**config.mk**
```make
export PLATFORM = sky130hd
export DESIGN_NAME = coder_ctrl
export DESIGN_NICKNAME = d
export VERILOG_FILES = /design/src/rtl/coder_ctrl.sv
export SDC_FILE = /design/constraint.sdc
export NUM_CORES = 1
export LEC_CHECK = 0
export ABC_AREA = 0
export CORE_MARGIN = 3
export CORE_UTILIZATION = 48
export DETAILED_ROUTE_END_ITERATION = 8
export PLACE_DENSITY = 0.87
export SYNTH_ARGS = -nofsm -noshare
export SYNTH_HDL_FRONTEND = slang
export SYNTH_SLANG_ARGS = --single-unit
export TNS_END_PERCENT = 10
```
**constraint.sdc**
```tcl
create_clock -name clk -period 3.3 [get_ports clk]
set_clock_uncertainty 0.05 [all_clocks]
set_input_delay 0.66 -clock clk [delete_from_list [all_inputs] [get_ports clk]]
set_output_delay 0.66 -clock clk [all_outputs]
set_load 0.02 [all_outputs]
```
**src/rtl/coder_ctrl.sv**
```systemverilog
// Command sequencer for the coder datapath: FIFO-buffered ops, one-cycle issue pulses, fixed busy timing.
// Optional busy/command performance counters are built when CODER_CTRL_PERF_EN is defined.
module coder_ctrl #(
  parameter int FIFO_DEPTH = 4,
  parameter int PERF_W     = 32
) (
  input  logic              clk,
  input  logic              rst,
  input  logic              cmd_valid,
  output logic              cmd_ready,
  input  logic [3:0]        cmd_op,
  output logic              coder_active,
  output logic [3:0]        coder_mode,
  output logic              coder_load_enc,
  output logic              coder_load_dec,
  output logic              ram_owner,
  output logic              busy,
  output logic              done,
  output logic [3:0]        done_op,
  output logic              err_illegal,
  output logic [PERF_W-1:0] perf_busy_cycles,
  output logic [15:0]       perf_cmd_count
);

  localparam int PTR_W = $clog2(FIFO_DEPTH);
  localparam int CNT_W = PTR_W + 1;

  typedef enum logic [2:0] {S_IDLE, S_ISSUE, S_RUN, S_LOAD, S_DONE} state_e;

  function automatic logic [6:0] work_cycles(input logic [3:0] op);
    case (op)
      4'd1, 4'd2: work_cycles = 7'd66;
      4'd3, 4'd6: work_cycles = 7'd63;
      4'd4, 4'd8: work_cycles = 7'd33;
      4'd5:       work_cycles = 7'd99;
      4'd7:       work_cycles = 7'd97;
      default:    work_cycles = 7'd0;
    endcase
  endfunction

  logic [3:0]       fifo_mem [FIFO_DEPTH];
  logic [PTR_W-1:0] wr_ptr_q, rd_ptr_q;
  logic [CNT_W-1:0] count_q;
  logic             full, empty, push, pop;
  logic [3:0]       head;

  state_e     state_q, state_d;
  logic [3:0] op_q, op_d;
  logic [6:0] cnt_q, cnt_d;
  logic       err_q, err_d;

  assign full      = (count_q == CNT_W'(FIFO_DEPTH));
  assign empty     = (count_q == '0);
  assign cmd_ready = !full;
  assign push      = cmd_valid && !full;
  assign head      = fifo_mem[rd_ptr_q];

  // Storage carries no reset; validity is tracked by the count alone.
  always_ff @(posedge clk) begin
    if (push) fifo_mem[wr_ptr_q] <= cmd_op;
  end

  always_ff @(posedge clk) begin
    if (rst) begin
      wr_ptr_q <= '0;
      rd_ptr_q <= '0;
      count_q  <= '0;
    end else begin
      if (push) wr_ptr_q <= wr_ptr_q + PTR_W'(1);
      if (pop)  rd_ptr_q <= rd_ptr_q + PTR_W'(1);
      if (push && !pop)      count_q <= count_q + CNT_W'(1);
      else if (pop && !push) count_q <= count_q - CNT_W'(1);
    end
  end

  always_ff @(posedge clk) begin
    if (rst) begin
      state_q <= S_IDLE;
      op_q    <= '0;
      cnt_q   <= '0;
      err_q   <= 1'b0;
    end else begin
      state_q <= state_d;
      op_q    <= op_d;
      cnt_q   <= cnt_d;
      err_q   <= err_d;
    end
  end

  always_comb begin
    state_d        = state_q;
    op_d           = op_q;
    cnt_d          = cnt_q;
    err_d          = 1'b0;
    pop            = 1'b0;
    coder_active   = 1'b0;
    coder_mode     = 4'd0;
    coder_load_enc = 1'b0;
    coder_load_dec = 1'b0;
    ram_owner      = 1'b0;
    done           = 1'b0;
    done_op        = 4'd0;
    case (state_q)
      S_IDLE: begin
        if (!empty) begin
          pop = 1'b1;
          if (head >= 4'd1 && head <= 4'd8) begin
            op_d    = head;
            state_d = S_ISSUE;
          end else if (head == 4'd9 || head == 4'd10) begin
            op_d    = head;
            state_d = S_LOAD;
          end else begin
            err_d = 1'b1;
          end
        end
      end
      S_ISSUE: begin
        coder_active = 1'b1;
        coder_mode   = op_q;
        ram_owner    = 1'b1;
        cnt_d        = work_cycles(op_q);
        state_d      = S_RUN;
      end
      S_RUN: begin
        coder_mode = op_q;
        ram_owner  = 1'b1;
        cnt_d      = cnt_q - 7'd1;
        if (cnt_q == 7'd1) state_d = S_DONE;
      end
      S_LOAD: begin
        coder_load_enc = (op_q == 4'd9);
        coder_load_dec = (op_q == 4'd10);
        state_d        = S_DONE;
      end
      S_DONE: begin
        done    = 1'b1;
        done_op = op_q;
        state_d = S_IDLE;
      end
      default: state_d = S_IDLE;
    endcase
  end

  assign busy        = (state_q != S_IDLE);
  assign err_illegal = err_q;

`ifdef CODER_CTRL_PERF_EN
  logic [PERF_W-1:0] perf_busy_q;
  logic [15:0]       perf_cmd_q;

  // Busy counter sticks at all-ones; command counter wraps.
  always_ff @(posedge clk) begin
    if (rst) begin
      perf_busy_q <= '0;
      perf_cmd_q  <= '0;
    end else begin
      if (ram_owner && perf_busy_q != '1) perf_busy_q <= perf_busy_q + PERF_W'(1);
      if (done) perf_cmd_q <= perf_cmd_q + 16'd1;
    end
  end

  assign perf_busy_cycles = perf_busy_q;
  assign perf_cmd_count   = perf_cmd_q;
`else
  assign perf_busy_cycles = '0;
  assign perf_cmd_count   = '0;
`endif

endmodule

```
# After elaboration in Yosys (flattened, before gate mapping)
# Memories as Yosys holds them, arrays and structs flattened. A register that Yosys moved wholly into a read port is not among the register bits.
# Cells that the tools add are included.
# classes
add_sub_neg	5
n_lt_le_gt_ge	2
eq_ne	13
muxes	26
bitwise_logic	2
reduce_logical	18
# ops
operator	count
2-to-1 mux 4 bit	6
2-to-1 mux 3 bit	6
== test 4 bit (second input constant)	4
case mux 7 bit (2 select lines)	1
case mux 3 bit (4 select lines)	1
2-to-1 mux 1 bit	10
== test 7 x 1 -> 1 bit (second input constant)	1
subtractor 7 x 1 -> 7 bit (second input constant)	1
== test 3 x 2 -> 1 bit (second input constant)	2
== test 3 bit (second input constant)	2
zero test 3 bit	2
AND reduction 3 bit	2
nonzero test 2 bit	3
adder 2 x 1 -> 2 bit (second input constant)	2
greater-or-equal comparator 4 x 1 -> 1 bit (second input constant)	1
<= comparator 4 bit (second input constant)	1
logical AND 1 bit	4
2-to-1 mux 2 bit	2
!= test 2 bit (second input constant)	2
OR reduction 4 bit	1
adder 3 x 1 -> 3 bit (second input constant)	1
== test 3 x 1 -> 1 bit (second input constant)	1
zero test 1 bit	3
!= test 3 bit (second input constant)	1
other kinds (5)	6
# totals
ff_bits	22
ramBits	16
romBits	112
inputBits	7
output_inout_bits	64
wordCells	75
memories	2
# mem_list
memory	words	word_bits	rd	rd_ports_with_merged_regs	write_ports	line	rtl
(no name shown)	16	7	1	1	0	31	case (op)
fifo_mem	4	4	1	1	1	41	logic [3:0] fifo_mem [FIFO_DEPTH];

# Depth between registers and ports, before layout
# Gate-level depths: netlist of the first run.
# logic_depth
ltp_word	7
mapped_depth	10

# Least setup slack after synthesis of the first run
# No wires, ideal clock.
# synth_path
path_type	register to register
startpoint	register with a tool-made name
endpoint	register with a tool-made name
setup_ns	0.133
arrival_ns	2.342
required_time_ns	3.117
setup_slack_ns	0.775
path_stages_with_launch	10
n_path_buf	1
period_less_slack_ns	2.525
cell_sequence	dfxtp_1 > buf_6 > mux4_2 > or4_4 > o211ai_2 > mux2i_1 > or2_1 > ha_1 > inv_1 > o32ai_1

# Worst setup path in the final report of the first run
# layout_path
startpoint	register state_q[0]
endpoint	output coder_mode[1]
# layout_between
elab_chain_len	3
elab_cells_between_ends	4
cone_classes	2 x eq/ne; 1 x mux; 1 x reduce/logical
# layout_rtl
item	line	rtl
from (decl)	47	state_e state_q, state_d;
from (signal assigned)	83	state_q <= state_d;
== test 3 x 2 -> 1 bit or == test 3 x 1 -> 1 bit (tied branches)	103	case (state_q)
OR reduction 2 bit (no line) *	-	
2-to-1 mux 4 bit *	103	
to (decl)	13	output logic [3:0] coder_mode,
# Every way passes the cells marked *; elsewhere a longest branch is shown, timed or not.

==> impl_metrics.tcl, run 1 <==
set metrics [dict create \
    slew_violations 0 \
    tns_ns 0 \
    vias_per_cell 4.84 \
    status "finished clean" \
    ant_nets 0 \
    drt_iter0_drc 47 \
    path_clk_slew_ns 0.08 \
    setup_violations 0 \
    nNetsFinal 292 \
    drive_above_1_share_pct 9.45 \
    first_pass_iters 4 \
    initial_utilization_pct 51.6 \
    drt_wl_total_um 4050 \
    std_cell_rows 25 \
    fmax_ghz 0.327 \
    ys_warn_count 0 \
    hold_depth 2 \
    hp-class "reg2reg" \
    switchingPower_uw 973 \
    synth_top_area_share_pct 22.1 \
    min_period_ns 3.06 \
    area_delta_synth_final_pct 7.95 \
    grt.overflow.total 0 \
    grt_max_degree 18 \
    ys_seq_area_share_pct 41.1 \
    synth.largest_area_cell "dfxtp_1" \
    drcViolationCount 0 \
    reg2regPathDepth 8 \
    path_max_fanout 9 \
    die_height_um 78.6 \
    p_leak_uw 0.00110 \
    syn_area_um2 2530 \
    num_vias 1654 \
    required_ns 2.59 \
    portBuffers 22 \
    path_class "reg2out" \
    cp.arrival_ns 2.35 \
    cts_hold_buf 0 \
    grt_use_total_pct 13.5 \
    die_w_um 78.6 \
    rrSetupSlack_ns 0.53 \
    intPower_uw 1420 \
    post-cts-setup-buffers 0 \
    combPwrFrac_pct 48.3 \
    p_seq_share_pct 34.8 \
    cts-root-buf "clkbuf_8" \
    synth_edf_count 16 \
    antenna_found_initial 0 \
    ys.flop_type "dfxtp_1" \
    p_clk_share_pct 16.9 \
    synth_commonest_cells "buf_4, dfxtp_1, nor2_1" \
    irDropWorstVdd_v 0.000419 \
    final_area_um2 2730 \
    cts_tree "yes" \
    synth.area.top_cells "dfxtp_1, edfxtp_1, buf_4, ha_1, mux4_2" \
    async_reset_ff_share_pct 0 \
    h-tree-depth 2 \
    core_area_um2 4910 \
    grt_pass1_vias 1516 \
    max_cap_violations 0 \
    dpl.hpwl_um 3170 \
    antennaDiodeCount 0 \
    cts_buffers 5 \
    switching_share_pct 40.7 \
    synth_cell_types 54 \
    die-area_um2 6180 \
    dpl-instance-area_um2 2620 \
    grt_pass1_wl_um 6660 \
    hold_viol 0 \
    ys_seq_elements 44 \
    postSynthAreaPerCell_um2 10.1 \
    rsz0062_at_grt "no" \
    worst_pin_slew_ns 0.597 \
    relSlewSlack_pct 60.1 \
    endpoint_kind "output pin" \
    post_cts_resized 0 \
    globalplace.congestion 0.846 \
    num-fill-cells 451 \
    clk_path_buf_depth 2 \
    netlist_instances 250 \
    wire_per_inst_um 11.8 \
    clock_latency_ns 0.30 \
    start_kind "register" \
    synth.most_common_cell "buf_4" \
    cts_sinks 44 \
    p_per_area_nw_per_um2 874 \
    num_io_pins 71 \
    period_share_pct 92.7 \
]
-- kinds of logic after synthesis --
kind of cell | share of synthesized area [%]
AO/OA/AOI/OAI | 9.93
XOR/XNOR | 2.08
adder cells (fa/ha/maj) | 5.73
buffers and inverters | 18.4
flip-flops | 41.1
multiplexers | 4.74
other | 0.148
AND/OR/NAND/NOR | 17.9
-- power by group through the flow --
stage	Sequential [uW]	Combinational, uW	Clock, uW
2_1_floorplan	804	967	0
3_3_place_gp	838	1120	0
3_5_place_dp	846	1150	0
4_1_cts	833	1160	417
5_1_grt	854	1300	440
6_report	833	1150	403
-- layout make-up --
| cell class | count | area [um2] | share of cell area [%] |
|---|---|---|---|
| clock inverters | 3 | 42.5 | 1.56 |
| flip-flops and latches | 44 | 1040 | 38.1 |
| repair buffers | 25 | 243 | 8.88 |
| multi-input cells | 184 | 1200 | 44.0 |
| clock buffers | 5 | 68.8 | 2.52 |
| well taps | 67 | 83.8 | 3.07 |
| inverters | 14 | 52.6 | 1.92 |
-- per-layer routing --
layer,vias to the layer above,track usage (%),wire [um],part of all wire (%)
met3,6,4.01,246,6.1
li1,828,-,-,-
met5,-,0,0,0
met4,0,4.72,61,1.5
met2,48,24.1,2060,51
met1,772,15.2,1680,42
-- final timing paths --
check / startpoint / endpoint
min reg2reg: register / cnt_q[3]
max reg2reg: register / register
min: register / cnt_q[3]
max: state_q[0] / coder_mode[1]
-- layout by cell type (no fill, tap or decap), types with 2 or more instances in the layout --
cell and instances:
nand2_1 9, or4_1 2, or3_1 2, and3_1 4, mux4_2 4, a211oi_1 3, conb_1 48, dfxtp_1 28
xnor2_1 3, nor3_1 7, xor2_1 3, mux2i_1 3, nor3b_1 5, nand3_1 2, buf_4 3, nor4b_1 2
o22ai_1 3, ha_1 10, clkinv_1 2, clkdlybuf4s50_1 22, nor2_1 22, o21ai_0 10, clkbuf_8 5, a21oi_1 8
and2_1 9, edfxtp_1 16, inv_1 13
-- through the flow --
stage          utilization, %  total power [uW]  hold slack (ns)  instances  setup WS, ns
3_3_place_gp             53.4              1960            0.427        334         0.559
2_1_floorplan               -              1770            0.398        297         0.775
3_5_place_dp             53.4              2000            0.432        334         0.531
4_1_cts                  55.7              2410            0.444        342         0.199
5_1_grt                  55.7              2590            0.472        342        0.0536
6_report                 55.7              2390            0.446        342         0.239
-- worst max-delay path: stages, from the launching register on --
cell,delay [ns]
dfxtp_1,0.41
or3b_1,0.48
clkinv_1,0.21
nor2_1,0.10
inv_1,0.12
and2_1,0.14
clkdlybuf4s50_1,0.60
Note: power is estimated with default switching activity, not from simulation.
==> run 2: changes to the inputs <==
--- a/config.mk
+++ b/config.mk
@@ -6,10 +6,12 @@
 export NUM_CORES = 1
 export LEC_CHECK = 0
 export ABC_AREA = 0
+export CELL_PAD_IN_SITES_DETAIL_PLACEMENT = 0
+export CELL_PAD_IN_SITES_GLOBAL_PLACEMENT = 2
 export CORE_MARGIN = 3
-export CORE_UTILIZATION = 48
+export CORE_UTILIZATION = 29
 export DETAILED_ROUTE_END_ITERATION = 8
-export PLACE_DENSITY = 0.87
+export PLACE_DENSITY = 0.86
 export SYNTH_ARGS = -nofsm -noshare
 export SYNTH_HDL_FRONTEND = slang
 export SYNTH_SLANG_ARGS = --single-unit
==> run 2 against run 1 <==
  * Hold slack better by 0.0098 ns
  * Clock-buffer cell count unchanged
  * Clock power increased by 3%
  * Via count fell by 1.6%
  * Critical path depth did not move
  * Combinational power is essentially flat
  * Power increased by 1.2%
  * Worst setup slack got worse by 0.015 ns
  * Fmax is 0.50% lower
  * Routed wire length increased by 12%
  * Highest routed layer unchanged
==> impl_metrics.tcl, run 2 (synthesized netlist as in run 1, its figures left out) <==
set metrics [dict create \
    status "finished clean" \
    num_vias 1627 \
    cp_slowest_cell "clkdlybuf4s50_1" \
    max_cap_violations 0 \
    cts_sinks 44 \
    antenna_found_initial 0 \
    cts_hold_buf 0 \
    p_per_area_nw_per_um2 869 \
    tns_ns 0 \
    start_kind "register" \
    grt_pass1_wl_um 7490 \
    globalplace.congestion 0.787 \
    setup_violations 0 \
    area_delta_synth_final_pct 9.98 \
    cp.arrival_ns 2.37 \
    first_pass_iters 4 \
    cts_buffers 5 \
    drt_wl_total_um 4540 \
    path_class "reg2out" \
    core_area_um2 8340 \
    period_share_pct 93.2 \
    slew_violations 0 \
    std_cell_rows 33 \
    cts_tree "yes" \
    hp-class "reg2reg" \
    h-tree-depth 2 \
    crit_start "state_q[0]" \
    num_io_pins 71 \
    multi_input_area_um2 1200 \
    portBuffers 22 \
    grt_use_total_pct 9.47 \
    cp_cell_sequence "or3b_1, clkinv_1, nor2_1, inv_1, and2_1, clkdlybuf4s50_1" \
    power_uw 2420 \
    crit_buf_inv 3 \
    relSlewSlack_pct 65.4 \
    grt_max_degree 16 \
    die_height_um 99.4 \
    num-fill-cells 877 \
    die_w_um 99.4 \
    drt_iter0_drc 66 \
    required_ns 2.59 \
    vias_per_cell 4.28 \
    post-cts-setup-buffers 0 \
    drive_above_1_share_pct 9.82 \
    max_stage_delay_ns 0.60 \
    min_period_ns 3.08 \
    clk_path_buf_depth 2 \
    worst_pin_slew_ns 0.511 \
    path_clk_slew_ns 0.08 \
    fmax_ghz 0.325 \
    grt_pass1_vias 1518 \
    path_max_fanout 9 \
    dpl.hpwl_um 3530 \
    endpoint_kind "output pin" \
    rsz0062_at_grt "no" \
    grt.overflow.total 0 \
    die-area_um2 9890 \
    cts-root-buf "clkbuf_8" \
    wire_per_inst_um 12.0 \
    initial_utilization_pct 30.4 \
    layout_commonest_cell "conb_1" \
    p_leak_uw 0.00110 \
    hold_viol 0 \
    nNetsFinal 292 \
    ant_nets 0 \
    clock_latency_ns 0.30 \
    critPathTopFamily "buffers and inverters" \
    pre_cts_slack_ns 0.501 \
    mostFrequentLayoutCells "conb_1, dfxtp_1, nor2_1, clkdlybuf4s50_1, edfxtp_1" \
    post_cts_resized 0 \
    irDropWorstVdd_v 0.000404 \
    drcViolationCount 0 \
    antennaDiodeCount 0 \
    regArea_um2 1040 \
    fin_ws_ns 0.224 \
]
## run 2: final timing paths
| kind | endpoint | slack, ns | cells after the start |
|---|---|---|---|
| setup / recovery | coder_mode[2] | 0.22 | 6 |
| hold / removal | cnt_q[3] | 0.46 | 2 |
| hold reg to reg | cnt_q[3] | 0.46 | 2 |
| setup reg to reg | register | 0.50 | 8 |
## run 2: stage by stage
step,area [um2],hold slack (ns),utilization [%],cells
2_1_floorplan,2710,0.398,-,297
3_3_place_gp,2670,0.438,32.0,372
6_report,2790,0.456,33.4,380
3_5_place_dp,2670,0.435,32.0,372
5_1_grt,2790,0.466,33.4,380
4_1_cts,2790,0.451,33.4,380
## run 2: layout make-up
type	instances	share of cell area, %
inverter	14	1.89
timing repair buffer	25	8.72
multi-input combinational	184	43.2
clock inverter	3	1.66
tap	105	4.72
sequential	44	37.4
clock buffer	5	2.47
## run 2: routing by layer
layer | GRT usage, % | part of all wire, % | wire length [um]
met4 | 3.47 | 1.4 | 65
met3 | 2.38 | 4.6 | 211
met1 | 12.5 | 45 | 2050
met5 | 0 | 0 | 0
met2 | 15.0 | 49 | 2220
## run 2: report_power, final
group          switching, uW  internal [uW]
sequential               130            707
clock                    187            228
combinational            682            486
## run 2: worst min-delay path, cell delays in order (launching register included)
cell and delay (ns):
dfxtp_1 0.32, nand2_1 0.08, a21oi_1 0.06
==> run 3: changes to the inputs <==
==> constraint.sdc (replaced) <==
create_clock -name clk -period 3.1 [get_ports clk]
set_clock_uncertainty 0.05 [all_clocks]
set_input_delay 0.62 -clock clk [delete_from_list [all_inputs] [get_ports clk]]
set_output_delay 0.62 -clock clk [all_outputs]
set_load 0.02 [all_outputs]
==> run 3 against run 2 <==
  * Routed wire length decreased by 2.9%
  * Utilization increased by 0.090 points
  * Design area up 0.27%
  * Hold slack got worse by 0.0024 ns
  * Clock-buffer cell count did not move
  * Clock power up 5%
  * Power up 6.7%
  * Sequential share of layout area shrank 0.10 points
  * Sequential cell count did not move
  * Die area did not move
  * Critical path depth unchanged
  * Final cell count increased by 0.26%
==> impl_metrics.tcl, run 3 (synthesized netlist as in run 1, its figures left out) <==
set metrics [dict create \
    status "finished clean" \
    max_stage_delay_ns 0.60 \
    drcViolationCount 0 \
    worst_hold_slack_ns 0.454 \
    mostFrequentLayoutCells "conb_1, dfxtp_1, nor2_1, clkdlybuf4s50_1, edfxtp_1" \
    grt_max_degree 16 \
    fin_cells 381 \
    relSlewSlack_pct 61.6 \
    globalplace.congestion 0.743 \
    power_uw 2580 \
    worst_pin_slew_ns 0.574 \
    portBuffers 22 \
    area_delta_synth_final_pct 10.3 \
    p_per_area_nw_per_um2 924 \
    cts_buffers 5 \
    hold_viol 0 \
    post-cts-setup-buffers 0 \
    cts_hold_buf 0 \
    fmax_ghz 0.350 \
    tns_ns 0 \
    irDropWorstVdd_v 0.000446 \
    p_leak_uw 0.00111 \
    required_ns 2.43 \
    clk_path_buf_depth 2 \
    die_w_um 99.4 \
    vias_per_cell 4.28 \
    drt_wl_total_um 4410 \
    cts_sinks 44 \
    clock_latency_ns 0.29 \
    setup_violations 0 \
    core_area_um2 8340 \
    dpl.hpwl_um 3460 \
    crit_buf_inv 3 \
    critPathTopFamily "buffers and inverters" \
    post_cts_resized 0 \
    ant_nets 0 \
    min_period_ns 2.86 \
    antennaDiodeCount 0 \
    placedCellCount 373 \
    h-tree-depth 2 \
    path_class "reg2out" \
    cp_slowest_cell "clkdlybuf4s50_1" \
    nNetsFinal 293 \
    grt_pass1_wl_um 7180 \
    path_max_fanout 6 \
    cts-root-buf "clkbuf_8" \
    num_vias 1632 \
    drive_above_1_share_pct 10.1 \
    layout_commonest_cell "conb_1" \
    grt_pass1_vias 1496 \
    hp-class "reg2reg" \
    slew_violations 0 \
    endpoint_kind "output pin" \
    rsz0062_at_grt "no" \
    std_cell_rows 33 \
    start_kind "register" \
    max_cap_violations 0 \
    antenna_found_initial 0 \
    wire_per_inst_um 11.6 \
    path_clk_slew_ns 0.08 \
    initial_utilization_pct 30.4 \
    first_pass_iters 4 \
    die-area_um2 9890 \
    grt.overflow.total 0 \
    die_height_um 99.4 \
    num_io_pins 71 \
    period_share_pct 92.3 \
    grt_use_total_pct 8.92 \
    drt_iter0_drc 87 \
    cp.arrival_ns 2.19 \
    cts_tree "yes" \
    cp_cell_sequence "or3b_1, clkinv_1, nor2_1, inv_1, and2_1, clkdlybuf4s50_1" \
]
==> run 3: cell count changes in the layout (fill, tap and decap cells not counted), sizes merged <==
cell | previous run | this run
buf | 3 | 4
==> run 3: layout make-up <==
class,instances,area [um2]
Fill cell,868,5550
Multi-Input combinational cell,184,1200
Sequential cell,44,1040
Timing Repair Buffer,26,250
Tap cell,105,131
Clock buffer,5,68.8
Inverter,14,52.6
Clock inverter,3,46.3
==> run 3: report_power, final <==
part,switching [uW],internal [uW]
registers,137,752
logic,734,524
clock network,192,243
total,1060,1520
==> run 3: worst register-to-register path: cells and delay by family, from the launching register on <==
kind            cells  cell delay [ns]
compound gates      2             0.15
fa+ha+maj           1             0.22
buf+inv             1             0.07
flops               1             0.47
mux                 2             0.93
simple gates        2             0.72
==> run 3: worst paths after layout <==
check / from / end / slack (ns) / depth (start not counted)
hold reg to reg: register / cnt_q[3] / 0.45 / 2
setup / recovery: state_q[0] / coder_mode[0] / 0.24 / 6
hold / removal: register / cnt_q[3] / 0.45 / 2
setup reg to reg: register / register / 0.36 / 8
==> run 3: layer usage <==
layer / share of wire, % / global-route usage (%) / vias to the layer above
li1: - / - / 824
met1: 46 / 11.9 / 760
met2: 48 / 14.7 / 46
met3: 5.9 / 2.38 / 2
met4: 0.32 / 1.58 / 0
met5: 0 / 0 / -
==> run 3: stage by stage <==
step,setup slack (ns),instance area (um2),util [%]
2_1_floorplan,0.575,2710,-
3_3_place_gp,0.389,2680,32.1
3_5_place_dp,0.365,2680,32.1
4_1_cts,0.216,2790,33.5
5_1_grt,0.0838,2790,33.5
6_report,0.240,2790,33.5
